===== src/rtl/branch_predictor.sv =====
// Dynamic branch predictor for the Fetch stage: a direct-mapped BTB with
// per-entry saturating direction counters and optional gshare indexing.
// Decode resolves branches and feeds them back for verification and training.
//
// state | meaning
// INIT  | sweeping the table: one entry per cycle invalidated, ctr set weak not-taken
// RUN   | table usable; lookups predict, resolved branches train the table
module branch_predictor #(
  parameter int ADDR_WIDTH = 32,
  parameter int ENTRIES    = 64,
  parameter int CTR_WIDTH  = 2,
  parameter int GHR_WIDTH  = 0,
  localparam int IDXW      = $clog2(ENTRIES)
) (
  input  logic                  clk,
  input  logic                  reset,
  input  logic [ADDR_WIDTH-1:0] PCF,
  output logic                  PredTakenF,
  output logic [ADDR_WIDTH-1:0] PredTargetF,
  output logic [IDXW-1:0]       PredIdxF,
  input  logic                  UpdateValidD,
  input  logic [ADDR_WIDTH-1:0] UpdatePCD,
  input  logic [IDXW-1:0]       UpdateIdxD,
  input  logic                  UpdateTakenD,
  input  logic [ADDR_WIDTH-1:0] UpdateTargetD,
  input  logic                  UpdatePredTakenD,
  input  logic [ADDR_WIDTH-1:0] UpdatePredTargetD,
  output logic                  MispredictD,
  output logic [ADDR_WIDTH-1:0] CorrectPCD,
  output logic                  Ready,
  output logic [31:0]           BranchCount,
  output logic [31:0]           MispredCount
);

  localparam int TAGW = ADDR_WIDTH - IDXW - 2;
  localparam logic [ADDR_WIDTH-1:0] PC_STEP  = ADDR_WIDTH'(4);
  localparam logic [IDXW-1:0]       LAST_IDX = IDXW'(ENTRIES - 1);
  // Weak not-taken: msb clear, lower bits set. Weak taken: msb set, rest clear.
  localparam logic [CTR_WIDTH-1:0]  CTR_WNT  = CTR_WIDTH'((1 << (CTR_WIDTH - 1)) - 1);
  localparam logic [CTR_WIDTH-1:0]  CTR_WT   = CTR_WIDTH'(1 << (CTR_WIDTH - 1));

  typedef enum logic {INIT, RUN} state_t;

  state_t state, nextState;
  logic [IDXW-1:0] sweepPtr;

  logic                  validTab  [ENTRIES];
  logic [TAGW-1:0]       tagTab    [ENTRIES];
  logic [ADDR_WIDTH-1:0] targetTab [ENTRIES];
  logic [CTR_WIDTH-1:0]  ctrTab    [ENTRIES];

  logic [IDXW-1:0]      ghrIdx;
  logic [IDXW-1:0]      lookupIdx;
  logic                 lookupHit;
  logic                 doUpdate;
  logic                 updHit;
  logic [CTR_WIDTH-1:0] ctrCur;
  logic [CTR_WIDTH-1:0] ctrNext;
  logic [31:0]          branchCnt;
  logic [31:0]          mispredCnt;

  // State register; reset always restarts the sweep.
  always_ff @(posedge clk) begin
    if (!reset) state <= INIT;
    else        state <= nextState;
  end

  // Leave INIT once the last entry has been swept.
  always_comb begin
    nextState = state;
    if (state == INIT && sweepPtr == LAST_IDX) nextState = RUN;
  end

  assign Ready    = (state == RUN);
  assign doUpdate = UpdateValidD && Ready;

  // Sweep pointer walks the table once per INIT pass.
  always_ff @(posedge clk) begin
    if (!reset)              sweepPtr <= '0;
    else if (state == INIT)  sweepPtr <= sweepPtr + IDXW'(1);
  end

  // Global history is only built in gshare mode; bimodal indexes by PC alone.
  generate
    if (GHR_WIDTH > 0) begin : genGshare
      logic [GHR_WIDTH-1:0] ghr;
      // Non-speculative history: shifted only by resolved branches.
      always_ff @(posedge clk) begin
        if (!reset)        ghr <= '0;
        else if (doUpdate) ghr <= GHR_WIDTH'({ghr, UpdateTakenD});
      end
      assign ghrIdx = IDXW'(ghr);
    end else begin : genBimodal
      assign ghrIdx = '0;
    end
  endgenerate

  // Same-cycle lookup against the current table contents.
  always_comb begin
    lookupIdx   = PCF[IDXW+1:2] ^ ghrIdx;
    lookupHit   = validTab[lookupIdx] && (tagTab[lookupIdx] == PCF[ADDR_WIDTH-1:IDXW+2]);
    PredTakenF  = Ready && lookupHit && ctrTab[lookupIdx][CTR_WIDTH-1];
    PredTargetF = PredTakenF ? targetTab[lookupIdx] : PCF + PC_STEP;
    PredIdxF    = lookupIdx;
  end

  // Verify the carried prediction against the resolved outcome.
  always_comb begin
    MispredictD = UpdateValidD &&
                  ((UpdatePredTakenD != UpdateTakenD) ||
                   (UpdateTakenD && (UpdatePredTargetD != UpdateTargetD)));
    CorrectPCD  = UpdateTakenD ? UpdateTargetD : UpdatePCD + PC_STEP;
  end

  // Saturating counter step for the entry being trained.
  always_comb begin
    updHit  = validTab[UpdateIdxD] && (tagTab[UpdateIdxD] == UpdatePCD[ADDR_WIDTH-1:IDXW+2]);
    ctrCur  = ctrTab[UpdateIdxD];
    ctrNext = ctrCur;
    if (UpdateTakenD) begin
      if (ctrCur != '1) ctrNext = ctrCur + CTR_WIDTH'(1);
    end else begin
      if (ctrCur != '0) ctrNext = ctrCur - CTR_WIDTH'(1);
    end
  end

  // Table writes: sweep during INIT, training/allocation during RUN.
  always_ff @(posedge clk) begin
    if (reset) begin
      if (state == INIT) begin
        validTab[sweepPtr] <= 1'b0;
        ctrTab[sweepPtr]   <= CTR_WNT;
      end else if (UpdateValidD) begin
        if (updHit) begin
          ctrTab[UpdateIdxD] <= ctrNext;
          if (UpdateTakenD) targetTab[UpdateIdxD] <= UpdateTargetD;
        end else if (UpdateTakenD) begin
          validTab[UpdateIdxD]  <= 1'b1;
          tagTab[UpdateIdxD]    <= UpdatePCD[ADDR_WIDTH-1:IDXW+2];
          targetTab[UpdateIdxD] <= UpdateTargetD;
          ctrTab[UpdateIdxD]    <= CTR_WT;
        end
      end
    end
  end

  // Saturating statistics counters.
  always_ff @(posedge clk) begin
    if (!reset) begin
      branchCnt  <= '0;
      mispredCnt <= '0;
    end else if (doUpdate) begin
      if (branchCnt != '1)                 branchCnt  <= branchCnt + 32'd1;
      if (MispredictD && mispredCnt != '1) mispredCnt <= mispredCnt + 32'd1;
    end
  end

  assign BranchCount  = branchCnt;
  assign MispredCount = mispredCnt;

endmodule


===== config.mk =====
export PLATFORM = sky130hd
export DESIGN_NAME = branch_predictor
export DESIGN_NICKNAME = d
export VERILOG_FILES = /design/src/rtl/branch_predictor.sv
export SDC_FILE = /design/constraint.sdc
export NUM_CORES = 2
export LEC_CHECK = 0
export CAP_MARGIN = 20
export CORE_ASPECT_RATIO = 0.5
export CORE_UTILIZATION = 60
export DETAILED_ROUTE_END_ITERATION = 8
export GPL_ROUTABILITY_DRIVEN = 0
export PLACE_DENSITY_LB_ADDON = 0.12
export SYNTH_ARGS = -nofsm -noshare
export SYNTH_HDL_FRONTEND = slang
export SYNTH_SLANG_ARGS = --single-unit

===== constraint.sdc =====
create_clock -name clk -period 12.74 [get_ports clk]
set_input_delay 2.548 -clock clk [delete_from_list [all_inputs] [get_ports clk]]
set_output_delay 2.548 -clock clk [all_outputs]
set_load 0.05 [all_outputs]

### Word level (Yosys, flattened, before mapping)

Memory sizes are Yosys's and may differ from the RTL's.
Cells that the tools add are included.

| operators by class | value |
|---|---|
| add/sub/neg operators | 7 |
| equality and inequality tests | 8 |
| mux-type cells | 32 |
| bitwise operators | 3 |
| reductions and logical operators | 15 |

Operator list:

| operator | count |
|---|---|
| 32-bit two-way mux | 3 |
| 32-bit by 1-bit adder with 32-bit output, second input constant | 2 |
| 32-bit by 3-bit adder with 32-bit output, second input constant | 2 |
| 32-bit inequality test, second input constant | 2 |
| 24-bit equality test | 2 |
| 32-bit inequality test | 1 |
| 1-bit two-way mux | 22 |
| 6-bit two-way mux | 2 |
| 2-bit two-way mux | 5 |
| 1-bit logical AND | 9 |
| 6-bit by 1-bit adder with 6-bit output, second input constant | 1 |
| 6-bit equality test, second input constant | 1 |
| 2-bit AND reduction | 2 |
| 2-bit by 1-bit adder with 2-bit output, second input constant | 1 |
| 2-bit inequality test, second input constant | 1 |
| 1-bit OR | 2 |
| 2-bit nonzero test | 1 |
| 2-bit OR reduction | 1 |
| 2-bit by 1-bit subtractor with 2-bit output, second input constant | 1 |
| 1-bit logical OR | 1 |
| 1-bit inequality test | 1 |
| 1-bit inverter | 1 |
| 1-bit OR reduction | 1 |

| storage, ports and cells | value |
|---|---|
| register bits after elaboration | 71 |
| bits in writable memories | 3776 |
| input bits | 139 |
| output and inout bits | 137 |
| word-level logic and storage cells | 73 |
| memories | 4 |

Memories:

| name | depth | width | rd ports | clocked after Yosys merged registers in | write ports | RTL line | text |
|---|---|---|---|---|---|---|---|
| targetTab | 64 | 32 | 1 | 0 | 1 | 49 | `logic [ADDR_WIDTH-1:0] targetTab [ENTRIES];` |
| tagTab | 64 | 24 | 2 | 0 | 1 | 48 | `logic [TAGW-1:0] tagTab [ENTRIES];` |
| ctrTab | 64 | 2 | 2 | 0 | 1 | 50 | `logic [CTR_WIDTH-1:0] ctrTab [ENTRIES];` |
| validTab | 64 | 1 | 2 | 0 | 1 | 47 | `logic validTab [ENTRIES];` |

### Depth between registers and ports, before layout

An unclocked memory read counts as a cell.

| logic depth | value |
|---|---|
| depth after elaboration | 11 |
| mapped depth | 19 |
| mapped depth without buffers | 10 |

### Worst setup path after synthesis

No wires, ideal clock.

| path | value |
|---|---|
| kind | in2out |
| from | in PCF[2] |
| to | out PredTargetF[15] |
| arrival | 6.578 ns |
| data required time | 10.192 ns |
| path slack | 3.614 ns |
| stages on the path | 12 |
| path buffers | 8 |
| cell sequence | clkbuf_1 -> buf_4 -> buf_4 -> buf_2 -> buf_2 -> buf_2 -> clkbuf_1 -> buf_1 -> mux4_2 -> mux4_2 -> mux4_2 -> mux2_2 |

| on the way | value |
|---|---|
| longest elaborated chain between the ends | 6 |
| elaborated cells between the ends (all ways) | 10 |
| classes of those cells | 1 x add/sub; 1 x eq/ne; 1 x mux; 3 x reduce/logical; 4 x memory |

Ends and longest elaborated chain:

| what | RTL line | text |
|---|---|---|
| start: declaration | 17 | `input logic [ADDR_WIDTH-1:0] PCF,` |
| memory read 64 x 24 bit | n/a |  |
| 24-bit equality test | 101 | `lookupHit = validTab[lookupIdx] && (tagTab[lookupIdx] == PCF[ADDR_WIDTH-1:IDXW+2]);` |
| 1-bit logical AND | 101 |  |
| 1-bit logical AND (2 in a row) | 102 | `PredTakenF = Ready && lookupHit && ctrTab[lookupIdx][CTR_WIDTH-1];` |
| 32-bit two-way mux * | 103 | `PredTargetF = PredTakenF ? targetTab[lookupIdx] : PCF + PC_STEP;` |
| end: declaration | 19 | `output logic [ADDR_WIDTH-1:0] PredTargetF,` |

Every way passes the cells marked *; elsewhere a longest branch is shown, timed or not.

### Worst setup path after layout

| path | value |
|---|---|
| from | in PCF[4] |
| to | out PredTargetF[22] |

The elaborated chain is that of the path after synthesis.

==> metrics.md <==
| Metric | Value |
|---|---|
| Pins Over Slew Limit | `0` |
| Wirelength, routed | `around 550,000 um` |
| DP Wirelength | `321,000 um` |
| Critical path launch point | `PCF[4]` |
| Synth warn | `0` |
| Clock power share | `39.3%` |
| Worst Path Class, Setup | `input pin to output port` |
| Critical Path Slowest Stage Cell | `clkdlybuf4s50_1` |
| Total power draw | `approximately 26 mW` |
| Reg2Reg Depth | `11` |
| Clock tree sinks | `about 3,800` |
| Clk_skew | `0.0388 ns` |
| Port Buffers | `275` |
| Cell count after placement | `~12,000` |
| Gate power share | `7.7%` |
| Flop pwr share | `53.0%` |
| Relative slew slack | `roughly 3.5%` |
| Worst-Skew Late Latency | `roughly 0.92 ns` |
| Final ANT Viol Nets | `0` |
| FFs w/ async S/R, synth | `0%` |
| Finished Layout Cells | `about 13,000` |
| Largest net degree at the start of global routing | `between 100 and 150` |
| Setup bufs post-CTS | `0` |
| NetSw | `about 6.0 mW` |
| Power per cell area | `142 nW/um2` |
| Vias per Instance | `~7.7` |
| Final worst-path cycle share | `between 90% and 100%` |
| Vias in the first global route | `~94,000` |
| Worst Hold Launch | `BranchCount[27]` |
| DIE HEIGHT | `373 um` |
| FP Rows | `135` |
| WL/cell | `~43 um` |
| Routed vias | `between 90,000 and 100k` |
| Hold_buf cts | `0` |
| Worst r2r dst | `ctrTab[19][0]` |
| Family with the most delay on the worst path | `simple AND/OR/NAND/NOR gates` |
| Met1 Routed Length | `192,000 um` |
| HP Class | `register to register` |
| DIE WIDTH | `743 um` |
| RSZ-0062 raised after global routing | `false` |
| # resized after CTS | `0` |
| Root Driver | `clkbuf_16` |
| XOR/XNOR share of the synthesized area | `roughly 1.2%` |
| Largest family of logic cells by synthesized area | `multiplexers` |
| Layout cells sized above 1 | `roughly 28%` |
| Worst setup EP type | `output port` |
| Adder-cell share of the synthesized area | `less than 1%` |
| Max layer used | `met5` |
| Internal | `between 20 and 25 mW` |
| First-pass GRT wire length | `about 750,000 um` |
| Outcome | `finished, final reports clean` |
| TritonCTS clock tree | `done` |
| Most used DFF post-synth | `edfxtp_1` |
| WL met3 | `between 80,000 and 90,000 um` |
| Met2 routed WL | `between 200,000 and 250,000 um` |
| Cts bufs inserted | `between 300 and 400` |
| Synth top cells by count | `edfxtp_1, mux4_2, nand2_1, clkbuf_1, mux2i_1` |
| All-Layer GR Usage | `about two fifths` |
| Final setup violation count | `0` |
| Fmax | `approximately 87 MHz` |
| Average size of a mapped cell | `about 19 um2` |
| Syn Nets | `between 8,000 and 9,000` |
| Final cell utilization of the core | `between 60% and 70%` |
| Die Area | `277,000 um2` |
| Drt initial violations | `roughly 19,000` |
| Hold path cells | `2` |
| Core Footprint | `roughly 270,000 um2` |
| # IOs | `276` |
| Total gr overflow | `0` |
| Worst flop-to-flop path startpoint | `validTab[26]` |
| Most common cell in the synthesized netlist | `edfxtp_1` |
| Synthesized area | `between 150,000 and 200,000 um2` |
| Post-synth EDFFs | `between 3,000 and 4,000` |
| Share of the synthesized area in the top cell type | `~69%` |
| Drt drc | `0` |
| Minimum clock period | `roughly 11 ns` |
| Synth unique cells | `between 80 and 90` |
| Mapped Cells | `approximately 8,600` |
| Worst Tran Pin Value | `about 1.4 ns` |
| Seq/Total Area, Yosys | `69.7%` |
| Worst path arrival time | `between 8 and 9 ns` |
| Area growth syn-to-layout | `11.6%` |
| Crit start category | `input pin` |
| Post-synthesis compound-gate area fraction | `~5.2%` |
| P_leak | `~58 nW` |
| Final setup TNS | `0 ns` |
| VDD IR max | `about 0.11 mV` |
| Final number of hold-violating endpoints | `0` |
| Nets | `slightly above 9,000` |
| Max stage delay on crit path | `about 0.8 ns` |
| Clock slew at reported path FFs | `around 0.06 ns` |
| Switching share of total power | `22.9%` |
| Starting density of the core | `between 60% and 70%` |
| Min-Delay Endpoint | `BranchCount[27]` |
| H-tree Lvls | `5` |
| Initial antenna violation count | `between 50 and 60` |
| Crit-path max FO | `50` |
| R2R Setup Slk | `~6.7 ns` |
| Post-synthesis simple-gate area fraction | `3.05%` |
| First-pass DRT Iterations | `6` |
| CP Cell Sequence | `buf_8 > nor2_2 > buf_4 > nand2_1 > o22ai_1 > nor4_1 > xor2_1 > nor4_1 > a22oi_1 > a2111oi_0 > nand4_1 > buf_4 > mux2_2 > clkdlybuf4s50_1` |
| Clk buf depth | `4` |
| Yosys reg bits | `around 3,800` |
| CP Data Required Time | `approximately 10 ns` |
| Post-synthesis mux area share | `a little under a fifth` |
| Top post-synthesis cells by area | `edfxtp_1, mux4_2, mux2i_1` |
| Max Cap Viol | `0` |
| Largest area contributor in the netlist | `edfxtp_1` |
| CP bufs+invs | `4` |
## placed cells by master (no fill, tap or decap), types with 48 or more instances in the layout
| master | Yosys | routed |
|---|---|---|
| nor2_4 | 0 | 68 |
| a221o_1 | 48 | 48 |
| clkinv_1 | 2 | 66 |
| buf_4 | 34 | 367 |
| xnor2_1 | 111 | 111 |
| nand2_1 | 327 | 321 |
| a22o_1 | 63 | 63 |
| mux2_2 | 189 | 189 |
| clkbuf_1 | 323 | 55 |
| xor2_1 | 111 | 111 |
| clkdlybuf4s50_1 | 0 | 208 |
| o21ai_0 | 139 | 139 |
| nand4_1 | 49 | 49 |
| clkinv_2 | 0 | 58 |
| a22oi_1 | 222 | 222 |
| o22ai_1 | 118 | 118 |
| mux2i_1 | 283 | 283 |
| a31oi_1 | 51 | 51 |
| clkbuf_16 | 0 | 345 |
| edfxtp_1 | 3776 | 3776 |
| a221oi_1 | 159 | 159 |
| mux4_2 | 1163 | 1163 |
| buf_2 | 160 | 59 |
| nand3_1 | 118 | 117 |
| dfxtp_1 | 71 | 71 |
| nor2_1 | 209 | 137 |
| a21oi_1 | 94 | 94 |
## layer usage
metal / GRT usage, % / vias to the layer above
li1: - / 37000
met1: 53.9 / 51500
met2: 57.1 / 8990
met3: 14.9 / 1725
met4: 20.8 / 48
met5: 0 / -
## per-stage QoR
| stage | setup WS, ns | hold slack, ns | area (um2) |
|---|---|---|---|
| 6_report | 1.27 | 0.508 | 184000 |
| 5_1_grt | 1.25 | 0.543 | 184000 |
| 4_1_cts | 1.53 | 0.511 | 184000 |
| 3_5_place_dp | 1.54 | 0.499 | 173000 |
| 3_3_place_gp | 1.64 | 0.480 | 173000 |
| 2_1_floorplan | 3.61 | 0.572 | 165000 |
## worst register-to-register path, stage by stage, from the launching register on
cell and delay [ns]:
edfxtp_1 0.38, mux4_2 0.25, mux2i_1 0.08, a211o_1 0.32
a2111oi_0 1.06, o2111ai_1 0.79, a221oi_2 0.59, o211ai_1 0.25
or3_1 0.60, o31a_2 0.35, buf_4 0.41, o31ai_2 0.60
## area by class of cell
class / instances / area [um2]
inverters: 19 / 85.1
clock inverters: 176 / 1690
fillers: 17500 / 88000
diodes: 31 / 77.6
multi-input cells: 4042 / 48000
clock buffers: 404 / 8890
repair buffers: 673 / 5830
well taps: 3630 / 4540
flip-flops and latches: 3847 / 115000
## how the worst max path moves through the flow
stage | endpoint | slack, ns | cells past startpoint
after floorplan | PredTargetF[15] | 3.61 | 12
after global placement | PredTargetF[26] | 1.64 | 13
after detailed placement | PredTargetF[3] | 1.54 | 13
after CTS | PredTargetF[3] | 1.53 | 13
after global routing | PredTargetF[3] | 1.25 | 13
final | PredTargetF[22] | 1.27 | 14
## state kept, by name, indices dropped and copies added (netlist names)
register and cells:
MispredCount 32, tagTab 1536, Ready 1, sweepPtr 6, BranchCount 32, ctrTab 128, validTab 64, targetTab 2048
## cells by family (layout without fill, tap and decap cells)
logic type / Yosys count / count (layout)
simple gates: 1023 / 1023
buf+inv: 673 / 1272
fa+ha+maj: 5 / 5
flops: 3847 / 3847
compound gates: 1150 / 1150
other cells: 0 / 31
mux: 1642 / 1642
xor+xnor: 222 / 222
## power by group through the flow
stage | clock network, mW | registers [mW] | logic, mW
after floorplan | 0 | 14.1 | 1.04
after global placement | 0 | 14.1 | 1.91
after detailed placement | 0 | 14.1 | 1.93
after CTS | 10.3 | 13.9 | 1.93
after global routing | 10.7 | 13.9 | 2.02
final | 10.3 | 13.9 | 2.01
Power figures use the tool's default switching activity.
